$ cat src/rtl/vram_console_pkg.sv
// Shared encodings for the text-console sequencer: command opcodes,
// special cell values, control characters and the sequencer state set.
package vram_console_pkg;

    typedef enum logic [1:0] {
        OP_PUTC   = 2'd0,
        OP_CLEAR  = 2'd1,
        OP_SETPOS = 2'd2,
        OP_NOP    = 2'd3
    } op_e;

    typedef enum logic [2:0] {
        ST_IDLE     = 3'd0,
        ST_ERASE    = 3'd1,
        ST_PUT      = 3'd2,
        ST_SCR_RD   = 3'd3,
        ST_SCR_WR   = 3'd4,
        ST_SCR_FILL = 3'd5,
        ST_CLR      = 3'd6,
        ST_GLYPH    = 3'd7
    } state_e;

    localparam logic [15:0] BLANK        = 16'h0020;
    localparam logic [15:0] CURSOR_GLYPH = 16'h025F;

    localparam logic [7:0] CH_LF = 8'h0A;
    localparam logic [7:0] CH_CR = 8'h0D;
    localparam logic [7:0] CH_BS = 8'h08;

    // Row-to-base-address conversion as a shift-and-add over the row bits,
    // only used when the cursor jumps to an arbitrary row.
    function automatic logic [15:0] mul_cols(input logic [7:0] row, input logic [15:0] cols);
        logic [15:0] acc;
        acc = 16'd0;
        for (int i = 0; i < 8; i++) begin
            if (row[i]) begin
                acc = acc + (cols << i);
            end else begin
                acc = acc;
            end
        end
        return acc;
    endfunction

endpackage

$ cat src/rtl/vram_console_ctrl.sv
// Text-console sequencer driving port A of the video RAM: character writes,
// cursor glyph placement, full-screen clear and one-row scroll.
module vram_console_ctrl
    import vram_console_pkg::*;
#(
    parameter int COLS   = 80,
    parameter int ROWS   = 25,
    parameter int ADDR_W = 11
) (
    input  logic              clk,
    input  logic              rst,
    input  logic              cmd_valid,
    output logic              cmd_ready,
    input  logic [1:0]        cmd_op,
    input  logic [15:0]       cmd_data,
    output logic [ADDR_W-1:0] vram_addr,
    output logic [15:0]       vram_wdata,
    output logic              vram_we,
    input  logic [15:0]       vram_q,
    output logic [7:0]        cur_row,
    output logic [7:0]        cur_col,
    output logic              busy
);

    localparam logic [ADDR_W-1:0] COLS_A    = ADDR_W'(COLS);
    localparam logic [ADDR_W-1:0] LAST_SRC  = ADDR_W'((ROWS - 1) * COLS - 1);
    localparam logic [ADDR_W-1:0] LAST_CELL = ADDR_W'(ROWS * COLS - 1);
    localparam logic [ADDR_W-1:0] ONE_A     = ADDR_W'(1);
    localparam logic [7:0]        LAST_COL  = 8'(COLS - 1);
    localparam logic [7:0]        LAST_ROW  = 8'(ROWS - 1);

    state_e            state_q, state_d;
    logic [7:0]        row_q, row_d;
    logic [7:0]        col_q, col_d;
    logic [ADDR_W-1:0] base_q, base_d;
    logic [ADDR_W-1:0] cnt_q, cnt_d;
    op_e               op_q, op_d;
    logic [15:0]       data_q, data_d;

    logic [ADDR_W-1:0] cursor_addr_s;
    logic [7:0]        set_row_s;
    logic [7:0]        set_col_s;

    assign cursor_addr_s = base_q + ADDR_W'(col_q);
    assign cmd_ready     = (state_q == ST_IDLE);
    assign busy          = ~cmd_ready;
    assign cur_row       = row_q;
    assign cur_col       = col_q;

    // Clamp a requested SETPOS position onto the visible screen.
    always_comb begin
        set_row_s = data_q[15:8];
        set_col_s = data_q[7:0];
        if (data_q[15:8] > LAST_ROW) begin
            set_row_s = LAST_ROW;
        end else begin
            set_row_s = data_q[15:8];
        end
        if (data_q[7:0] > LAST_COL) begin
            set_col_s = LAST_COL;
        end else begin
            set_col_s = data_q[7:0];
        end
    end

    // State, cursor and counter registers; reset leaves RAM contents alone.
    always_ff @(posedge clk or posedge rst) begin
        if (rst) begin
            state_q <= ST_IDLE;
            row_q   <= 8'd0;
            col_q   <= 8'd0;
            base_q  <= '0;
            cnt_q   <= '0;
            op_q    <= OP_NOP;
            data_q  <= 16'd0;
        end else begin
            state_q <= state_d;
            row_q   <= row_d;
            col_q   <= col_d;
            base_q  <= base_d;
            cnt_q   <= cnt_d;
            op_q    <= op_d;
            data_q  <= data_d;
        end
    end

    // Next-state logic: command decode, cursor movement and scroll/clear sweeps.
    always_comb begin
        state_d = state_q;
        row_d   = row_q;
        col_d   = col_q;
        base_d  = base_q;
        cnt_d   = cnt_q;
        op_d    = op_q;
        data_d  = data_q;
        case (state_q)
            ST_IDLE: begin
                if (cmd_valid) begin
                    op_d   = op_e'(cmd_op);
                    data_d = cmd_data;
                    case (op_e'(cmd_op))
                        OP_PUTC: begin
                            if ((cmd_data[7:0] == CH_LF) || (cmd_data[7:0] == CH_CR)) begin
                                state_d = ST_ERASE;
                            end else if (cmd_data[7:0] == CH_BS) begin
                                // Backspace at column 0 only redraws the cursor.
                                if (col_q != 8'd0) begin
                                    state_d = ST_ERASE;
                                end else begin
                                    state_d = ST_GLYPH;
                                end
                            end else begin
                                state_d = ST_PUT;
                            end
                        end
                        OP_CLEAR: begin
                            row_d   = 8'd0;
                            col_d   = 8'd0;
                            base_d  = '0;
                            cnt_d   = '0;
                            state_d = ST_CLR;
                        end
                        OP_SETPOS: begin
                            state_d = ST_ERASE;
                        end
                        default: begin
                            state_d = ST_IDLE;
                        end
                    endcase
                end else begin
                    state_d = ST_IDLE;
                end
            end
            ST_PUT: begin
                if (col_q == LAST_COL) begin
                    col_d = 8'd0;
                    if (row_q == LAST_ROW) begin
                        cnt_d   = '0;
                        state_d = ST_SCR_RD;
                    end else begin
                        row_d   = row_q + 8'd1;
                        base_d  = base_q + COLS_A;
                        state_d = ST_GLYPH;
                    end
                end else begin
                    col_d   = col_q + 8'd1;
                    state_d = ST_GLYPH;
                end
            end
            ST_ERASE: begin
                state_d = ST_GLYPH;
                if (op_q == OP_SETPOS) begin
                    row_d  = set_row_s;
                    col_d  = set_col_s;
                    base_d = ADDR_W'(mul_cols(set_row_s, 16'(COLS)));
                end else begin
                    case (data_q[7:0])
                        CH_LF: begin
                            col_d = 8'd0;
                            if (row_q == LAST_ROW) begin
                                cnt_d   = '0;
                                state_d = ST_SCR_RD;
                            end else begin
                                row_d  = row_q + 8'd1;
                                base_d = base_q + COLS_A;
                            end
                        end
                        CH_CR: begin
                            col_d = 8'd0;
                        end
                        CH_BS: begin
                            col_d = col_q - 8'd1;
                        end
                        default: begin
                            col_d = col_q;
                        end
                    endcase
                end
            end
            ST_SCR_RD: begin
                state_d = ST_SCR_WR;
            end
            ST_SCR_WR: begin
                cnt_d = cnt_q + ONE_A;
                if (cnt_q == LAST_SRC) begin
                    state_d = ST_SCR_FILL;
                end else begin
                    state_d = ST_SCR_RD;
                end
            end
            ST_SCR_FILL, ST_CLR: begin
                if (cnt_q == LAST_CELL) begin
                    state_d = ST_GLYPH;
                end else begin
                    cnt_d = cnt_q + ONE_A;
                end
            end
            ST_GLYPH: begin
                state_d = ST_IDLE;
            end
            default: begin
                state_d = ST_IDLE;
            end
        endcase
    end

    // Port-A decode from registered state; idle drives all-zero, no write.
    always_comb begin
        vram_addr  = '0;
        vram_wdata = 16'd0;
        vram_we    = 1'b0;
        case (state_q)
            ST_PUT: begin
                vram_addr  = cursor_addr_s;
                vram_wdata = data_q;
                vram_we    = 1'b1;
            end
            ST_ERASE: begin
                vram_addr  = cursor_addr_s;
                vram_wdata = BLANK;
                vram_we    = 1'b1;
            end
            ST_SCR_RD: begin
                vram_addr = cnt_q + COLS_A;
            end
            ST_SCR_WR: begin
                vram_addr  = cnt_q;
                vram_wdata = vram_q;
                vram_we    = 1'b1;
            end
            ST_SCR_FILL, ST_CLR: begin
                vram_addr  = cnt_q;
                vram_wdata = BLANK;
                vram_we    = 1'b1;
            end
            ST_GLYPH: begin
                vram_addr  = cursor_addr_s;
                vram_wdata = CURSOR_GLYPH;
                vram_we    = 1'b1;
            end
            default: begin
                vram_addr  = '0;
                vram_wdata = 16'd0;
                vram_we    = 1'b0;
            end
        endcase
    end

endmodule

$ cat config.mk
export PLATFORM = sky130hd
export DESIGN_NAME = vram_console_ctrl
export DESIGN_NICKNAME = d
export VERILOG_FILES = /design/src/rtl/vram_console_pkg.sv /design/src/rtl/vram_console_ctrl.sv
export SDC_FILE = /design/constraint.sdc
export NUM_CORES = 1
export LEC_CHECK = 0
export ABC_AREA = 1
export CORE_UTILIZATION = 50
export CTS_CLUSTER_SIZE = 12
export DETAILED_ROUTE_END_ITERATION = 16
export PLACE_DENSITY = 0.77
export SLEW_MARGIN = 20
export SYNTH_ARGS = -nofsm -noshare
export SYNTH_HDL_FRONTEND = slang
export SYNTH_SLANG_ARGS = --single-unit
$ cat constraint.sdc
create_clock -name clk -period 5.7 [get_ports clk]
set_input_delay 0.57 -clock clk [delete_from_list [all_inputs] [get_ports clk]]
set_output_delay 0.57 -clock clk [all_outputs]
set_load 0.05 [all_outputs]
Word-level counts from Yosys, hierarchy flattened --
Cells that the tools add are included. W data, S select, Z words.
Storage, ports and cells: word-level logic and storage cells 132, register bits 59
Operators by class: magnitude comparators 2, add/sub/neg operators 14, reduce and logical (&&, ||, !) cells 16, equality and inequality tests 29, bitwise operators 1, mux-type cells 63
Operators by type and width (count):
- $mux W11 | 32
- $mux W8 | 10
- $pmux W11 S3 | 2
- $pmux W16 S4 | 1
- $pmux W11 S5 | 1
- $eq A8 B4 Y1 const B | 6
- $pmux W8 S3 | 2
- $mux W3 | 10
- $add A11 B1 Y11 const B | 2
- $add A11 B10 Y11 const B | 2
- $add A11 B11 Y11 const B | 2
- $add A11 B7 Y11 const B | 2
- $eq A11 B11 Y1 const B | 2
- $pmux W3 S7 | 1
- $add A8 B1 Y8 const B | 2
- $pmux W8 S2 | 1
- $eq A3 B3 Y1 const B | 4
- $ne A2 B2 Y1 const B | 6
- $add A11 B8 Y11 | 1
- $add A11 B8 Y11 const B | 1
- $add A11 B9 Y11 const B | 1
- $pmux W3 S3 | 1
- $reduce_or A3 Y1 | 3
- $eq A8 B5 Y1 const B | 1
- 26 further kinds | 29

Logic depth before layout (Yosys ltp) --
depth after elaboration 33, gate-level depth with buffers 22

Worst setup path before layout --
Ideal clock, no wire load.
path type register -> output, from register col_q[5], in the netlist cur_col[5], to output port vram_addr[7], stages on the path, launching flop included 7, buffers on the path 0, setup slack 2.469 ns, data arrival time 2.661 ns, cell sequence dfrtp_1 > ha_1 > nand2_1 > nand2_1 > a21oi_1 > nor2_1 > o311ai_1
Between the ends: longest elaborated chain between the ends 2
Ends and longest elaborated chain:
- start, declared | RTL line vram_console_ctrl.sv:34 | logic [7:0] col_q, col_d;
- start signal, assigned | RTL line vram_console_ctrl.sv:79 | col_q <= col_d;
- $add A11 B8 Y11 | RTL line vram_console_ctrl.sv:44 | assign cursor_addr_s = base_q + ADDR_W'(col_q);
- $pmux W11 S3 | RTL line vram_console_ctrl.sv:212 | case (state_q)
- end, declared | RTL line vram_console_ctrl.sv:16 | output logic [ADDR_W-1:0] vram_addr,
Every way passes these cells.

Final worst setup path --
from register state_q[1], to output port vram_addr[7]
Between the ends: longest elaborated chain between the ends 3, elaborated cells between the ends (all ways) 10, those cells by class eq/ne: 7; mux: 1; reduce/logical: 2
Ends and longest elaborated chain:
- start, declared | RTL line vram_console_ctrl.sv:32 | state_e state_q, state_d;
- start signal, assigned | RTL line vram_console_ctrl.sv:77 | state_q <= state_d;
- $eq A3 B1 Y1 (tied with other cells) | RTL line vram_console_ctrl.sv:212
- $reduce_or A3 Y1 (no line)
- $pmux W11 S3 (*) | RTL line vram_console_ctrl.sv:212
Every way passes the cells marked *; elsewhere a longest branch is shown, timed or not.

==> flow_summary.yaml <==
power_and_ir_drop:
  power.density_nw_per_um2: 599
  peakVddDrop_v: 0.000443
  power.leakage_nw: 2.53
grt:
  gr-usage-met1_pct: 35.8
  grt_pass1_vias: 4595
  met3_usage_pct: 4.10
  grt_max_degree: 56
  grt_pass1_wl_um: 21500
  grt-busiest-layer: "met2"
  global_route.usage.met2_pct: 46.7
  grt_usage_pct: 27.3
  antenna_found_initial: 0
  overflow: 0
setup_path:
  worstPathArrival_ns: 3.07
  r2r_start: "data_q[15]"
  cpMostUsedCell: "inv_1"
  critPathBufInv: 3
  cp_slowest_cell: "clkdlybuf4s50_1"
  critPathMaxFanout: 20
  critPathKind: "reg -> out"
  startpoint_type: "flip-flop"
  max_stage_delay_ns: 0.86
  cp-startpoint: "state_q[1]"
  cp_top_family: "buffers and inverters"
  worstPathRequired_ns: 5.13
  crit_path_end_kind: "primary output"
  crit_chain: "inv_1 -> nor2_1 -> nand2_1 -> o21ai_2 -> inv_1 -> o311ai_1 -> clkdlybuf4s50_1"
routing:
  vias: 4737
  vias_per_cell: 5.66
  drc: 0
  routed_wl_um: 12600
  ant_nets: 0
  avgRoutedWirePerCell_um: 15.1
  drtIter0Drc: 356
  dr.pass1.iters: 5
cts:
  cts.path.max_buffers: 2
  path_clk_slew_ns: 0.10
  cts.sinks: 55
  post-cts-setup-buffer-count: 0
  numCtsBuffers: 5
  clk_latency_ns: 0.31
  cts_resized: 0
  htree_levels: 2
  cts_hold_buf: 0
  root_buffer: "clkbuf_8"
  cts_tree: "built"
sta:
  finalSetupTns_ns: 0
  finalClockSkew_ns: 0.00685
  drv_slew: 0
  rsz0062_at_grt: "no"
  period_share_pct: 63.8
  whs_ns: 0.504
  fmax_mhz: 275
  fin_crit_ns: 3.64
  max-slew-margin-rel_pct: 31.5
  finalHoldViolations: 0
  tightest_slew_ns: 1.02
  setup_violations: 0
outcome:
  outcome: "finished, final reports clean"
floorplan:
  die_h_um: 97.2
  start_util_pct: 51.7
  core_um2: 8760
  fp-row-count: 34
  ios: 83
  dieArea_um2: 9450
  fp.dieW_um: 97.2
yosys:
  synth_seq_area_share_pct: 30.4
  syn_inst: 651
  synth_nets: 705
  yosysWarnings: 0
  ys_ff_latch: 55
  synth_edf_count: 0
  ys_types: 55
  synthFlopType: "dfrtp_1"
  avgSynthCellArea_um2: 6.96
  netlist_area_um2: 4530
  ys_top_cells_by_count: "nand2_1 (146), inv_1 (96), nor2_1 (57), dfrtp_1 (53), nand3_1 (39)"
  yosysTopAreaCell: "dfrtp_1"
  yosysMostFrequentCell: "nand2_1"
  synth_top_area_share_pct: 29.3
  yosys-top-cells-area: "dfrtp_1 (29%), nand2_1 (12%), inv_1 (8.0%), nor2_1 (4.7%), ha_1 (4.7%)"
  async_flop_share_pct: 100
finish:
  drive_above_1_share_pct: 8.09
  syn_to_final_growth_pct: 21.4
  n_antenna_cell: 0
  layout.nets: 782
  instances_no_fill: 837
flow_run:
  maxCapViolations: 0
worst_hold_path:
  hp-class: "reg -> reg"
  min_from: "op_q[0]"
placement:
  gp_congestion: 0.893
  dp.final_hpwl_um: 9490
  port_buffers: 82
  dpl.cell_count: 829
[cell families (layout without fill, tap and decap cells)]
| group | count (synthesis) | in the layout | synth area share [%] |
|---|---|---|---|
| adder cells (fa/ha/maj) | 17 | 17 | 4.69 |
| flip-flops | 55 | 55 | 30.4 |
| AO/OA/AOI/OAI | 133 | 133 | 18.2 |
| AND/OR/NAND/NOR | 304 | 304 | 30.9 |
| buffers and inverters | 118 | 196 | 11.1 |
| XOR/XNOR | 23 | 23 | 4.45 |
| multiplexers | 1 | 1 | 0.249 |
[flip-flops by register name (all words and copies together) (netlist names)]
| register | cells |
|---|---|
| data_q | 16 |
| cnt_q | 11 |
| state_q | 3 |
| cur_row | 8 |
| base_q | 7 |
| op_q | 2 |
| cur_col | 8 |
[routing by layer]
layer  vias up  wire length (µm)
li1       2298                 -
met1      2202              5540
met2       216              5980
met3        21               907
met4         0               206
met5         -                 0
[layout by cell type (no fill, tap or decap), types with 2 or more instances in the layout]
cell | netlist | final
xor2_1 | 19 | 19
o2111ai_1 | 2 | 2
dfrtp_1 | 53 | 53
xnor2_1 | 4 | 4
and3_1 | 2 | 2
a21boi_1 | 2 | 2
nand2_1 | 146 | 146
o21ai_2 | 8 | 8
nand2_2 | 5 | 5
inv_2 | 6 | 7
nor2_1 | 57 | 57
nor4_1 | 3 | 3
o21ai_0 | 37 | 37
ha_1 | 17 | 17
nand3_1 | 39 | 39
nand2_4 | 4 | 4
o21ai_1 | 7 | 7
o22ai_1 | 7 | 7
a21oi_2 | 2 | 2
nor2_4 | 2 | 2
o221ai_1 | 5 | 5
inv_1 | 96 | 95
clkbuf_8 | 1 | 7
clkdlybuf4s50_1 | 0 | 82
dfstp_2 | 2 | 2
o21bai_1 | 3 | 3
a22oi_1 | 2 | 2
nand3_2 | 2 | 2
or2_2 | 2 | 2
a21oi_1 | 34 | 34
o211ai_1 | 16 | 16
a211oi_1 | 2 | 2
nand4_1 | 15 | 15
nor2_2 | 8 | 8
nor3_1 | 13 | 13
[final timing paths]
path | end | slack, ns | depth (start not counted)
max | vram_addr[7] | 2.06 | 7
min | op_q[0] | 0.50 | 2
max reg2reg | base_q[9] | 2.40 | 21
min reg2reg | op_q[0] | 0.50 | 2
max in group asynchronous | cur_col[1] | 4.43 | 3
min in group asynchronous | cur_row[5] | 0.78 | 3
[stage by stage]
step,worst slack (ns),power [mW],utilization [%],cell area [µm²]
floorplan,2.47,2.41,-,4530
global placement,2.53,3.00,61.6,5400
detailed placement,2.45,3.03,61.6,5400
CTS,2.10,3.29,62.7,5500
global route,1.84,3.52,62.7,5500
finish,2.06,3.29,62.7,5500
[final cells by class]
| type | instances | area [µm²] |
|---|---|---|
| flip-flops and latches | 55 | 1380 |
| multi-input cells | 478 | 2650 |
| repair buffers | 83 | 828 |
| inverters | 105 | 407 |
| well taps | 108 | 135 |
| clock buffers | 8 | 100 |
| fillers | 822 | 3260 |
[tightest hold or removal path, stage by stage, from the launching register on]
cell	delay, ns
dfstp_2	0.39
nand2_1	0.05
o21ai_0	0.07
[power by group]
part	internal [mW]	leakage, nW	switching (mW)
combinational	0.736	1.79	1.61
clock	0.112	0.0515	0.134
sequential	0.538	0.686	0.166
No activity file was read; power rests on OpenSTA's default activity.
